[config.mk]
export PLATFORM = sky130hd
export DESIGN_NAME = rv_fetch_unit
export DESIGN_NICKNAME = d
export VERILOG_FILES = /design/src/rtl/rv_fetch_pkg.sv /design/src/rtl/rv_fetch_unit_fifo.sv /design/src/rtl/rv_fetch_unit.sv
export SDC_FILE = /design/constraint.sdc
export NUM_CORES = 1
export LEC_CHECK = 0
export BUFFER_PORTS_ARGS = -buffer_cell sky130_fd_sc_hd__buf_2
export CORE_ASPECT_RATIO = 0.7
export CORE_UTILIZATION = 45
export DETAILED_ROUTE_END_ITERATION = 6
export MAX_ROUTING_LAYER = met4
export PLACE_DENSITY = 0.66
export SLEW_MARGIN = 0
export SYNTH_ARGS = -nofsm -noshare
export SYNTH_HDL_FRONTEND = slang
export SYNTH_HIERARCHICAL = 1
export SYNTH_SLANG_ARGS = --single-unit
[constraint.sdc]
create_clock -name clk -period 4.1 [get_ports clk]
set_input_delay 0.41 -clock clk [delete_from_list [all_inputs] [get_ports clk]]
set_output_delay 0.41 -clock clk [all_outputs]
set_load 0.03 [all_outputs]
[src/rtl/rv_fetch_pkg.sv]
`default_nettype none
// ============================================================================
//  Module   : rv_fetch_pkg
//  Purpose  : Shared types and constants for the RV32I instruction-fetch unit.
//  Revision : 1.0 - initial release
// ============================================================================
package rv_fetch_pkg;

    // Default address / PC width
    localparam int XLEN_DEF = 32;

    // addi x0, x0, 0 : shown on if_inst whenever nothing valid is presented
    localparam logic [31:0] INST_NOP = 32'h0000_0013;

    // One fetched instruction together with the PC it was fetched from
    typedef struct packed {
        logic [XLEN_DEF-1:0] pc;
        logic [31:0]         inst;
    } fetch_entry_t;

endpackage : rv_fetch_pkg
`default_nettype wire

[src/rtl/rv_fetch_unit_fifo.sv]
`default_nettype none
// ============================================================================
//  Module   : fetch_fifo
//  Purpose  : Synchronous FIFO of fetch entries with push/pop/flush and an
//             occupancy count. Pointers are log2(DEPTH) bits and wrap freely.
//  Revision : 1.0 - initial release
// ============================================================================
module fetch_fifo
    import rv_fetch_pkg::*;
#(
    parameter int  DEPTH   = 4,
    parameter type entry_t = fetch_entry_t
) (
    input  logic                   clk,
    input  logic                   reset,      // asynchronous, active-low
    input  logic                   push,
    input  entry_t                 push_data,
    input  logic                   pop,
    input  logic                   flush,
    output entry_t                 head,
    output logic                   empty,
    output logic [$clog2(DEPTH):0] count
);

    localparam int AW = $clog2(DEPTH);

    entry_t         mem [DEPTH];
    logic [AW-1:0]  wr_ptr_q, wr_ptr_d;
    logic [AW-1:0]  rd_ptr_q, rd_ptr_d;
    logic [AW:0]    count_q,  count_d;
    logic           do_push;
    logic           do_pop;

    // Pointer and count update; flush wins over everything else
    always_comb begin
        do_push  = push && !flush;
        do_pop   = pop && !flush && (count_q != '0);
        wr_ptr_d = wr_ptr_q;
        rd_ptr_d = rd_ptr_q;
        count_d  = count_q;
        if (flush) begin
            wr_ptr_d = '0;
            rd_ptr_d = '0;
            count_d  = '0;
        end else begin
            if (do_push) wr_ptr_d = wr_ptr_q + AW'(1);
            if (do_pop)  rd_ptr_d = rd_ptr_q + AW'(1);
            count_d = count_q + (AW+1)'(do_push) - (AW+1)'(do_pop);
        end
    end

    // Control state
    always_ff @(posedge clk or negedge reset) begin
        if (!reset) begin
            wr_ptr_q <= '0;
            rd_ptr_q <= '0;
            count_q  <= '0;
        end else begin
            wr_ptr_q <= wr_ptr_d;
            rd_ptr_q <= rd_ptr_d;
            count_q  <= count_d;
        end
    end

    // Storage array; contents are meaningless while count is zero so no reset
    always_ff @(posedge clk) begin
        if (do_push) mem[wr_ptr_q] <= push_data;
    end

    assign head  = mem[rd_ptr_q];
    assign empty = (count_q == '0);
    assign count = count_q;

endmodule : fetch_fifo
`default_nettype wire

[src/rtl/rv_fetch_unit.sv]
`default_nettype none
// ============================================================================
//  Module   : rv_fetch_unit
//  Purpose  : In-order instruction fetch with a DEPTH-entry return queue,
//             credit-based request throttling and redirect/squash handling.
//             Optional feature macro: FETCHQ_BYPASS_EN (response -> decode in
//             the same cycle when the queue is empty).
//  Revision : 1.0 - initial release
// ============================================================================
module rv_fetch_unit
    import rv_fetch_pkg::*;
#(
    parameter int              XLEN     = XLEN_DEF,
    parameter int              DEPTH    = 4,
    parameter logic [XLEN-1:0] RESET_PC = '0
) (
    input  logic                   clk,
    input  logic                   reset,          // asynchronous, active-low
    input  logic                   redirect_valid,
    input  logic [XLEN-1:0]        redirect_pc,
    output logic                   imem_req_valid,
    input  logic                   imem_req_ready,
    output logic [XLEN-1:0]        imem_req_addr,
    input  logic                   imem_rsp_valid,
    input  logic [31:0]            imem_rsp_data,
    output logic                   if_valid,
    input  logic                   if_ready,
    output logic [XLEN-1:0]        if_pc,
    output logic [31:0]            if_inst,
    output logic [$clog2(DEPTH):0] occupancy
);

    localparam int CW = $clog2(DEPTH) + 1;   // occupancy width
    // Killed requests can overlap a fresh window of DEPTH live ones, so the
    // outstanding counter must reach 2*DEPTH.
    localparam int OW = $clog2(DEPTH) + 2;

    typedef struct packed {
        logic [XLEN-1:0] pc;
        logic [31:0]     inst;
    } entry_t;

    logic [XLEN-1:0] fetch_pc_q, fetch_pc_d;
    logic [XLEN-1:0] rsp_pc_q,   rsp_pc_d;
    logic [OW-1:0]   outstanding_q, outstanding_d;
    logic [OW-1:0]   kill_q, kill_d;

    logic [OW-1:0]   live_outstanding;
    logic [OW:0]     used_slots;
    logic            credit_ok;
    logic            req_fire;
    logic            rsp_legal;
    logic            rsp_keep;
    logic            bypass;
    logic            push;
    logic            pop;
    logic [XLEN-1:0] redirect_aligned;
    entry_t          push_entry;
    entry_t          head;
    logic            fifo_empty;
    logic [CW-1:0]   fifo_count;
    logic            unused_redirect_lsbs;

    assign unused_redirect_lsbs = ^redirect_pc[1:0];
    assign redirect_aligned     = {redirect_pc[XLEN-1:2], 2'b00};

    // Credit: a request is allowed only if its response is guaranteed a slot
    always_comb begin
        live_outstanding = outstanding_q - kill_q;
        used_slots       = (OW+1)'(fifo_count) + (OW+1)'(live_outstanding);
        credit_ok        = used_slots < (OW+1)'(DEPTH);
    end

    assign imem_req_valid = reset && credit_ok && !redirect_valid;
    assign imem_req_addr  = fetch_pc_q;
    assign req_fire       = imem_req_valid && imem_req_ready;

    // A response with nothing outstanding is discarded outright
    assign rsp_legal = imem_rsp_valid && (outstanding_q != '0);
    assign rsp_keep  = rsp_legal && (kill_q == '0) && !redirect_valid;

`ifdef FETCHQ_BYPASS_EN
    assign bypass = rsp_keep && fifo_empty;
`else
    assign bypass = 1'b0;
`endif

    // A bypassed word accepted by decode never enters the queue
    assign push            = rsp_keep && !(bypass && if_ready);
    assign pop             = !fifo_empty && if_ready && !redirect_valid;
    assign push_entry.pc   = rsp_pc_q;
    assign push_entry.inst = imem_rsp_data;

    fetch_fifo #(
        .DEPTH   (DEPTH),
        .entry_t (entry_t)
    ) u_fifo (
        .clk       (clk),
        .reset     (reset),
        .push      (push),
        .push_data (push_entry),
        .pop       (pop),
        .flush     (redirect_valid),
        .head      (head),
        .empty     (fifo_empty),
        .count     (fifo_count)
    );

    // Decode-side view: queue head first, otherwise the bypassed response
    always_comb begin
        if_valid = !fifo_empty || bypass;
        if (!fifo_empty) begin
            if_pc   = head.pc;
            if_inst = head.inst;
        end else begin
            if_pc   = rsp_pc_q;
            if_inst = bypass ? imem_rsp_data : INST_NOP;
        end
    end

    assign occupancy = fifo_count;

    // Next-state for PCs and counters; redirect overrides the normal updates
    always_comb begin
        fetch_pc_d    = fetch_pc_q;
        rsp_pc_d      = rsp_pc_q;
        kill_d        = kill_q;
        outstanding_d = outstanding_q + OW'(req_fire) - OW'(rsp_legal);
        if (req_fire) fetch_pc_d = fetch_pc_q + XLEN'(4);
        if (rsp_keep) rsp_pc_d = rsp_pc_q + XLEN'(4);
        if (rsp_legal && (kill_q != '0)) kill_d = kill_q - OW'(1);
        if (redirect_valid) begin
            fetch_pc_d = redirect_aligned;
            rsp_pc_d   = redirect_aligned;
            kill_d     = outstanding_q - OW'(rsp_legal);
        end
    end

    // PC and counter registers
    always_ff @(posedge clk or negedge reset) begin
        if (!reset) begin
            fetch_pc_q    <= RESET_PC;
            rsp_pc_q      <= RESET_PC;
            outstanding_q <= '0;
            kill_q        <= '0;
        end else begin
            fetch_pc_q    <= fetch_pc_d;
            rsp_pc_q      <= rsp_pc_d;
            outstanding_q <= outstanding_d;
            kill_q        <= kill_d;
        end
    end

    // Memory must never return more words than were requested
    a_no_orphan_rsp : assert property (@(posedge clk) disable iff (!reset)
        !(imem_rsp_valid && (outstanding_q == '0)));

endmodule : rv_fetch_unit
`default_nettype wire
Yosys cells after proc, flatten, opt, wreduce, memory -nomap -nowiden
Memories as Yosys holds them, arrays and structs flattened.
Cells that the tools add are included.
{ "classes": {"addsub": 12, "magnitude_cmp": 1, "n_mux": 15, "n_reduce_logical": 24} }
{ "ops": {"columns": ["op", "n"], "rows": [
  ["32-bit two-way mux", 6],
  ["32-bit by 3-bit adder with 32-bit output, second input constant", 2],
  ["1-bit logical AND", 12],
  ["2-bit nonzero test", 5],
  ["2-bit two-way mux", 4],
  ["4-bit two-way mux", 2],
  ["4-bit nonzero test", 2],
  ["4-bit by 1-bit subtractor with 4-bit output", 2],
  ["3-bit by 4-bit adder with 5-bit output", 1],
  ["5-bit by 3-bit < comparator with 1-bit output, second input constant", 1],
  ["2-bit by 1-bit adder with 2-bit output, second input constant", 2],
  ["4-bit by 1-bit adder with 4-bit output", 1],
  ["4-bit logical NOT", 1],
  ["4-bit by 1-bit subtractor with 4-bit output, second input constant", 1],
  ["4-bit subtractor", 1],
  ["3-bit by 1-bit adder with 3-bit output", 1],
  ["3-bit logical NOT", 1],
  ["3-bit two-way mux", 1],
  ["3-bit nonzero test", 1],
  ["3-bit by 1-bit subtractor with 3-bit output", 1],
  ["1-bit logical NOT", 2],
  ["1-bit two-way mux", 2]
]} }
{ "word_totals": {"ff_bits": 79, "mem_bits_rw": 256, "output_inout_bits": 101, "n_memories": 1} }
{ "memory_table": {"columns": ["name", "words", "word_bits", "read_ports", "rd_ports_with_merged_regs", "wr", "line_no", "text"], "rows": [
  ["u_fifo.mem", 4, 64, 1, 0, 1, "rv_fetch_unit_fifo.sv:27", "entry_t mem [DEPTH];"]
]} }

Longest topological paths before layout
Gate-level depths: netlist of run 1.
{ "logic_depth": {"ltp_word": 8, "mapped_depth": 19, "depth_no_buf": 17} }

By module
The synthesis of run 1 kept the hierarchy.
{ "modules_own_cells": {"columns": ["module", "n_inst", "cells_each", "area_each_um2"], "rows": [
  ["fetch_fifo", 1, 378, 9729.3],
  ["rv_fetch_unit", 1, 551, 4981.0]
]} }

Least setup slack after synthesis of run 1
OpenSTA, ideal clock, no wires.
{ "synth_path": {"path_type": "register -> register", "start": "register outstanding_q[2]", "end": "memory u_fifo/mem[0][0] in the netlist's numbering (enable)", "arrival_time_ns": 3.176, "t_required_ns": 3.671, "path_slack_ns": 0.495, "stages_incl_launch_ff": 9, "n_path_buf": 1, "cell_sequence": "dfrtp_1 -> inv_1 -> ha_1 -> or3b_2 -> clkbuf_1 -> nand2_1 -> nor2_1 -> nor2b_1 -> and2_1"} }
{ "synth_via": {"elab_chain_len": 7} }
{ "synth_rtl": {"columns": ["element", "line_no", "text"], "rows": [
  ["start: declaration", "rv_fetch_unit.sv:45", "logic [OW-1:0] outstanding_q, outstanding_d;"],
  ["start signal: assignment", "rv_fetch_unit.sv:149", "outstanding_q <= outstanding_d;"],
  ["4-bit nonzero test", "rv_fetch_unit.sv:79", "assign rsp_legal = imem_rsp_valid && (outstanding_q != '0);"],
  ["1-bit logical AND", "rv_fetch_unit.sv:79", null],
  ["1-bit logical AND (2 in series)", "rv_fetch_unit.sv:80", "assign rsp_keep = rsp_legal && (kill_q == '0) && !redirect_valid;"],
  ["via push", "rv_fetch_unit.sv:55", "logic push;"],
  ["1-bit logical AND", "rv_fetch_unit_fifo.sv:36", "do_push = push && !flush;"],
  ["1-bit two-way mux", "rv_fetch_unit_fifo.sv:67", "if (do_push) mem[wr_ptr_q] <= push_data;"],
  ["1-bit two-way mux (implied by the code)", "rv_fetch_unit_fifo.sv:67", null],
  ["end: declaration", "rv_fetch_unit_fifo.sv:27", null]
]} }
The timed path passes the listed nets, and every way through them passes these cells.

Worst setup path after layout of run 1
{ "layout_path": {"start": "register outstanding_q[0]", "end": "register outstanding_q[2]"} }
{ "layout_via": {"elab_chain_len": 8} }
{ "layout_rtl": {"columns": ["element", "line_no", "text"], "rows": [
  ["4-bit subtractor", "rv_fetch_unit.sv:69", "live_outstanding = outstanding_q - kill_q;"],
  ["3-bit by 4-bit adder with 5-bit output", "rv_fetch_unit.sv:70", "used_slots = (OW+1)'(fifo_count) + (OW+1)'(live_outstanding);"],
  ["5-bit by 3-bit < comparator with 1-bit output", "rv_fetch_unit.sv:71", "credit_ok = used_slots < (OW+1)'(DEPTH);"],
  ["1-bit logical AND (2 in series)", "rv_fetch_unit.sv:74", "assign imem_req_valid = reset && credit_ok && !redirect_valid;"],
  ["1-bit logical AND", "rv_fetch_unit.sv:76", "assign req_fire = imem_req_valid && imem_req_ready;"],
  ["4-bit by 1-bit adder with 4-bit output", "rv_fetch_unit.sv:128", "outstanding_d = outstanding_q + OW'(req_fire) - OW'(rsp_legal);"],
  ["4-bit by 1-bit subtractor with 4-bit output (*)", "rv_fetch_unit.sv:128", null],
  ["via outstanding_d[2]", "rv_fetch_unit.sv:45", null]
]} }
The timed path passes the listed nets; every way through them passes the cells marked *.
A chain may end at the register's enable or synchronous reset.

==> impl_metrics.csv, run 1 <==
group,metric,value,unit
placed_design,place_area,16050,um2
final_layout,antenna_cells,0,
detailed_routing,drt_pre_antenna_iters,5,
logic_synthesis,ys_async_sr_fraction,22.66,%
global_route,gr-total-overflow,0,
cts,cts.repair.resized,0,
critical_path,endpoint,"outstanding_q[2]",
global_route,use_met2,29.60,%
detailed_routing,antenna_left,0,
outcome,run_status,"finished clean",
timing,fmax,284.2,MHz
placed_design,dp_cells,1499,
critical_path,slowest_delay,0.40,ns
power_and_ir_drop,leakage,0.006170,uW
power_and_ir_drop,powerDensity,475.0,nW/um2
critical_path,worst_setup_path_end_kind,"flip-flop",
detailed_routing,routed_wl,32680,um
timing,final-hold-violation-count,0,
global_route,met3_usage,3.483,%
timing,rsz0062_at_grt,"false",
detailed_routing,drcViolationCount,0,
cts,clockRootBuffer,"clkbuf_16",
detailed_routing,wl_per_cell,20.96,um
logic_synthesis,ys_seq_area_share,65.02,%
logic_synthesis,yosys_warnings,6,
timing,tns,0,ns
critical_path,crit_buf_inv,4,
critical_path,cp-start-kind,"flip-flop",
global_route,grt.busiest_layer,"met1",
final_layout,instances_no_fill,1559,
placed_design,port_buffers,166,
placed_design,hpwlAfterDp,21200,um
die,ios,171,
critical_path,cp_top_family,"adder cells",
timing,finClkSkew,0.02694,ns
logic_synthesis,ys_types,65,
die,initial_core_util,46.52,%
critical_path,crit_path_start,"outstanding_q[0]",
flow_run,drv_cap,0,
logic_synthesis,ys_ff_latch,331,
placed_design,gp_congestion,0.8837,
final_layout,fin_nets,1212,
global_route,grt_pass1_wl,51010,um
die,die_h,153.3,um
timing,period_share,85.81,%
critical_path,rr_worst_depth,15,
critical_path,r2r_end,"outstanding_q[2]",
timing,worst_slew_pin_slew,1.153,ns
die,die_area,33430,um2
critical_path,rrSetupSlack,0.58,ns
logic_synthesis,synth_edf_count,256,
die,fp.coreArea,31620,um2
logic_synthesis,synth_flop_cell,"edfxtp_1",
final_layout,synthToLayoutAreaGrowth,16.11,%
final_layout,final_layout_size_suffix_gt1_share,31.08,%
cts,clock_latency,0.52,ns
critical_path,cp_num_cells,15,
cts,clock_sinks,331,
global_route,grt_pass1_vias,8708,
global_route,met1_usage,30.30,%
critical_path,crit_top_cell,"ha_1",
logic_synthesis,syn_inst,929,
detailed_routing,post_drt_via_cell_ratio,5.566,
power_and_ir_drop,peakVddDrop,0.3098,mV
critical_path,critPathMaxFanout,4,
cts,numCtsBuffers,34,
critical_path,worst-setup-path-type,"flip-flop to flip-flop",
detailed_routing,num_vias,8677,
critical_path,r2r-start,"outstanding_q[0]",
final_layout,final_area,17080,um2
timing,max-slew-margin-rel,22.16,%
worst_hold_path,hold_path.class,"input port to flip-flop",
logic_synthesis,synth.avg_cell_area,15.83,um2
critical_path,crit_chain,"inv_1, ha_1, inv_1, fa_1, xor2_1, ha_1, nor3b_1, nand4_1, nor3_4, inv_2, ha_1, inv_1, ha_1, fa_1, xnor2_1",
critical_path,critPathArrivalTime,3.92,ns
timing,maxSlewViolCount,0,
cts,cts_tree,"built",
global_route,grtUsageTotal,20.45,%
cts,clockBufferDepth,3,
global_route,antenna_found_initial,1,
logic_synthesis,syn_area,14710,um2
timing,setup_viol,0,
worst_hold_path,min_from,"imem_rsp_data[2]",
timing,fin_crit,3.518,ns
detailed_routing,drtIter0Drc,683,
cts,cts_max_level,2,
die,die_x,218.1,um
global_route,grt_max_degree,65,
die,rows,54,
critical_path,critPathSlowestCell,"dfrtp_1",
cts,clkTransAtPathRegs,0.06,ns
critical_path,cp.required,4.50,ns
[power breakdown]
| group | switching (uW) | internal, uW | total (uW) | leakage, uW |
|---|---|---|---|---|
| Combinational | 782 | 450 | 1230 | 0.00248 |
| Sequential | 215 | 3780 | 4000 | 0.00320 |
| Clock | 1230 | 1660 | 2890 | 0.000493 |
[sequential cells by signal, indices dropped and copies added (netlist names)]
name / flops
u_fifo/rd_ptr_q: 2
imem_req_addr: 30
outstanding_q: 4
u_fifo/count: 3
rsp_pc_q: 30
u_fifo/mem: 256
u_fifo/wr_ptr_q: 2
kill_q: 4
[worst min-delay path by stage]
stage	cells past startpoint	end
6_report	1	u_fifo/mem[3][2]
5_1_grt	1	u_fifo/mem[0][23]
4_1_cts	1	u_fifo/mem[2][31]
3_5_place_dp	1	imem_req_addr[15]
3_3_place_gp	1	imem_req_addr[15]
2_1_floorplan	0	imem_req_addr[10]
[area by class of cell]
type	instances	area [um2]
Fill cell	2604	14540
Tap cell	420	525.5
Multi-Input combinational cell	522	4751
Clock buffer	50	942.2
Inverter	40	150.1
Sequential cell	331	9569
Timing Repair Buffer	187	1069
Clock inverter	9	73.82
[cells in the final DEF, fill, tap and decap left out, drive strengths merged, types with 23 or more instances in the layout]
| cell | Yosys | routed |
|---|---|---|
| buf | 23 | 186 |
| clkbuf | 22 | 50 |
| edfxtp | 256 | 256 |
| mux2 | 33 | 33 |
| inv | 40 | 41 |
| mux4 | 64 | 64 |
| nand2 | 42 | 42 |
| nor2 | 30 | 30 |
| nand4 | 27 | 27 |
| nor2b | 35 | 35 |
| xnor2 | 35 | 35 |
| o21ai | 34 | 34 |
| ha | 23 | 23 |
| dfrtp | 75 | 75 |
[repair_timing]
item                                    CTS  global route
endpoints found under the setup margin    0             0
setup buffers                             0             0
hold buffers                              1             0
hold endpoints to repair                 24             0
[per-stage QoR]
step	hold WS, ns	power, uW	setup WS (ns)	utilization [%]
2_1_floorplan	0.1144	4895	0.4952	-
3_3_place_gp	0.3469	5247	0.6542	50.77
3_5_place_dp	0.3536	5281	0.6198	50.77
4_1_cts	0.09226	8197	0.6018	54.02
5_1_grt	0.09821	8474	0.3374	54.02
6_report	0.1180	8113	0.5818	54.02
[cells in the mapped netlist (4+ instances only)]
cell type  number  area share [%]
edfxtp_1      256              52
dfrtp_1        75              13
mux4_2         64             9.8
nand2_1        42             1.1
inv_1          39             1.0
nor2b_1        35             1.5
xnor2_1        35             2.1
mux2_2         33             2.5
o21ai_0        32             1.1
nor2_1         30            0.77
nand4_1        26             1.1
ha_1           23             2.0
clkbuf_1       21            0.54
nor3_1         19            0.65
nand3_1        15            0.51
nor4_1         13            0.55
a21boi_0       12            0.61
a21o_1         11            0.56
o31a_1         10            0.60
a21oi_1         9            0.31
and2_1          9            0.38
and3_1          9            0.38
buf_2           7            0.24
mux2i_1         7            0.48
and4_1          6            0.36
nand2b_1        6            0.26
o31ai_1         6            0.31
o41ai_1         6            0.36
buf_4           5            0.26
xor2_1          5            0.30
buf_12          4            0.54
buf_6           4            0.31
nor4_2          4            0.34
or2_2           4            0.17
[cells by family after synthesis]
group	synth area share [%]
mux	12.80
fa+ha+maj	2.365
compound gates	4.993
simple gates	9.254
buf+inv	3.011
flops	65.02
xor+xnor	2.535
other cells	0.02549
[layer usage]
| metal | up-vias | share of wire (%) |
|---|---|---|
| met1 | 4426 | 48 |
| met2 | 245 | 45 |
| met4 | 0 | 1.7 |
| li1 | 3960 | - |
| met3 | 46 | 5.5 |
| met5 | - | 0 |
No activity file was read; power rests on OpenSTA's default activity.
==> run 2, diff against run 1 <==
--- a/config.mk
+++ b/config.mk
@@ -7,10 +7,10 @@
 export LEC_CHECK = 0
 export BUFFER_PORTS_ARGS = -buffer_cell sky130_fd_sc_hd__buf_2
 export CORE_ASPECT_RATIO = 0.7
-export CORE_UTILIZATION = 45
+export CORE_UTILIZATION = 59
 export DETAILED_ROUTE_END_ITERATION = 6
 export MAX_ROUTING_LAYER = met4
-export PLACE_DENSITY = 0.66
+export PLACE_DENSITY = 0.83
 export SLEW_MARGIN = 0
 export SYNTH_ARGS = -nofsm -noshare
 export SYNTH_HDL_FRONTEND = slang
==> impl_metrics.csv, run 2 (synthesized netlist as in run 1, its figures left out) <==
group,metric,value,unit
critical_path,worst_setup_path_end_kind,"flip-flop",
timing,tns,0,ns
critical_path,r2r-start,"outstanding_q[0]",
critical_path,r2r_end,"outstanding_q[2]",
worst_hold_path,hold_depth,1,
global_route,grt_pass1_vias,8584,
cts,cts_tree,"built",
placed_design,place_area,15890,um2
die,rows,47,
timing,rsz0062_at_grt,"false",
final_layout,synthToLayoutAreaGrowth,15.01,%
cts,holdBufCountCts,1,
cts,cts.repair.resized,0,
timing,fmax,284.8,MHz
timing,period_share,85.65,%
power_and_ir_drop,clkPwrFrac,35.7,%
global_route,grt_max_degree,65,
power_and_ir_drop,seqPwrFrac,49.4,%
worst_hold_path,hold_path.class,"input port to flip-flop",
power_and_ir_drop,leakage,0.006175,uW
final_layout,antenna_cells,0,
timing,final-hold-violation-count,0,
cts,cts_max_level,1,
die,die_h,134.1,um
final_layout,layout_commonest_cell,"edfxtp_1",
final_layout,regArea,9569,um2
detailed_routing,drtIter0Drc,843,
detailed_routing,num_vias,8764,
critical_path,critPathArrivalTime,3.94,ns
detailed_routing,post_drt_via_cell_ratio,6.023,
global_route,grtUsageTotal,25.83,%
final_layout,final_area,16920,um2
critical_path,critPathMaxFanout,4,
die,die_x,190.7,um
detailed_routing,drcViolationCount,0,
cts,clockBufferDepth,3,
outcome,run_status,"finished clean",
final_layout,largest_reg_flops,256,
worst_hold_path,min_from,"imem_rsp_data[7]",
final_layout,top_register,"u_fifo/mem",
detailed_routing,wl_per_cell,21.46,um
timing,worst_slew_pin_slew,1.016,ns
cts,clkTransAtPathRegs,0.07,ns
detailed_routing,antenna_left,0,
die,fp.coreArea,24050,um2
detailed_routing,drt_pre_antenna_iters,7,
power_and_ir_drop,peakVddDrop,0.4942,mV
power_and_ir_drop,switching_share,26.94,%
critical_path,cp-start-kind,"flip-flop",
timing,finClkSkew,0.01683,ns
final_layout,fin_nets,1210,
power_and_ir_drop,switching_power,2181,uW
final_layout,final_layout_size_suffix_gt1_share,31.66,%
final_layout,multiInputGateArea,4747,um2
die,die_area,25580,um2
critical_path,rr_worst_depth,15,
placed_design,gp_congestion,0.9787,
timing,maxSlewViolCount,0,
die,ios,171,
final_layout,mostFrequentLayoutCells,"edfxtp_1 (256), buf_2 (165), dfrtp_1 (73)",
cts,numCtsBuffers,30,
detailed_routing,routed_wl,31230,um
cts,clock_latency,0.55,ns
global_route,gr-total-overflow,0,
critical_path,rrSetupSlack,0.59,ns
power_and_ir_drop,powerDensity,478.5,nW/um2
die,initial_core_util,61.16,%
placed_design,hpwlAfterDp,20150,um
global_route,grt_pass1_wl,48740,um
power_and_ir_drop,combinationalPowerShare,14.9,%
power_and_ir_drop,p_int,5915,uW
cts,clockRootBuffer,"clkbuf_16",
critical_path,cp.required,4.53,ns
global_route,antenna_found_initial,0,
timing,setup_viol,0,
final_layout,fill_cells,1605,
placed_design,port_buffers,166,
worst_hold_path,whs_endpoint,"u_fifo/mem[1][7]",
timing,max-slew-margin-rel,31.64,%
timing,fin_crit,3.512,ns
cts,postCtsSetupBuffers,0,
critical_path,worst-setup-path-type,"flip-flop to flip-flop",
cts,clock_sinks,331,
flow_run,drv_cap,0,
-- run 2: cell types whose count changed in the layout (fill, tap and decap cells not counted), sizes merged --
| cell | delta |
|---|---|
| bufinv | +4 |
| clkinv | +8 |
| clkinvlp | +1 |
| inv | -1 |
| clkbuf | -16 |
| buf | +2 |
-- run 2: worst max-delay path by stage --
stage / start / endpoint / slack [ns]
2_1_floorplan: outstanding_q[2] / u_fifo/mem[0][0] / 0.50
4_1_cts: outstanding_q[0] / outstanding_q[2] / 0.59
5_1_grt: outstanding_q[0] / outstanding_q[2] / 0.35
3_3_place_gp: outstanding_q[0] / outstanding_q[2] / 0.71
6_report: outstanding_q[0] / outstanding_q[2] / 0.59
3_5_place_dp: outstanding_q[0] / outstanding_q[2] / 0.65
-- run 2: critical path, cell delays in order, from the launching register on --
cell	delay, ns
dfrtp_1	0.40
inv_1	0.08
ha_1	0.16
inv_1	0.06
fa_1	0.38
xor2_1	0.16
ha_1	0.28
nor3b_1	0.27
nand4_1	0.29
nor3_4	0.23
inv_2	0.07
ha_1	0.27
inv_1	0.04
ha_1	0.20
fa_1	0.39
xnor2_1	0.13
-- run 2: layer usage --
metal	track usage [%]	routed length, um	share of wire, %	vias to the layer above
li1	-	-	-	3958
met1	38.16	13890	44	4406
met2	38.16	14460	46	362
met3	4.788	2461	7.9	38
met4	4.889	419	1.3	0
met5	-	0	0	-
-- run 2: per-stage QoR --
| stage | instances | setup WS (ns) | utilization [%] | hold slack (ns) | power (uW) |
|---|---|---|---|---|---|
| 3_5_place_dp | 1399 | 0.6453 | 66.06 | 0.2962 | 5256 |
| 6_report | 1455 | 0.5883 | 70.34 | 0.07786 | 8096 |
| 5_1_grt | 1455 | 0.3476 | 70.34 | 0.05855 | 8420 |
| 4_1_cts | 1455 | 0.5927 | 70.34 | 0.05568 | 8148 |
| 3_3_place_gp | 1399 | 0.7131 | 66.06 | 0.2984 | 5212 |
| 2_1_floorplan | 938 | 0.4952 | - | 0.1144 | 4895 |
-- run 2: layout make-up --
type	instances	share of cell area, %
well taps	318	2.352
repair buffers	189	6.109
clock buffers	34	4.652
flip-flops and latches	331	56.56
inverters	40	0.8874
multi-input cells	522	28.06
clock inverters	21	1.383
-- run 2: power groups by stage --
stage	Clock, uW	Combinational, uW	Sequential [uW]
global placement	0	1160	4050
finish	2890	1210	4000
CTS	2940	1210	4000
floorplan	0	801	4090
detailed placement	0	1190	4060
global route	3060	1340	4020
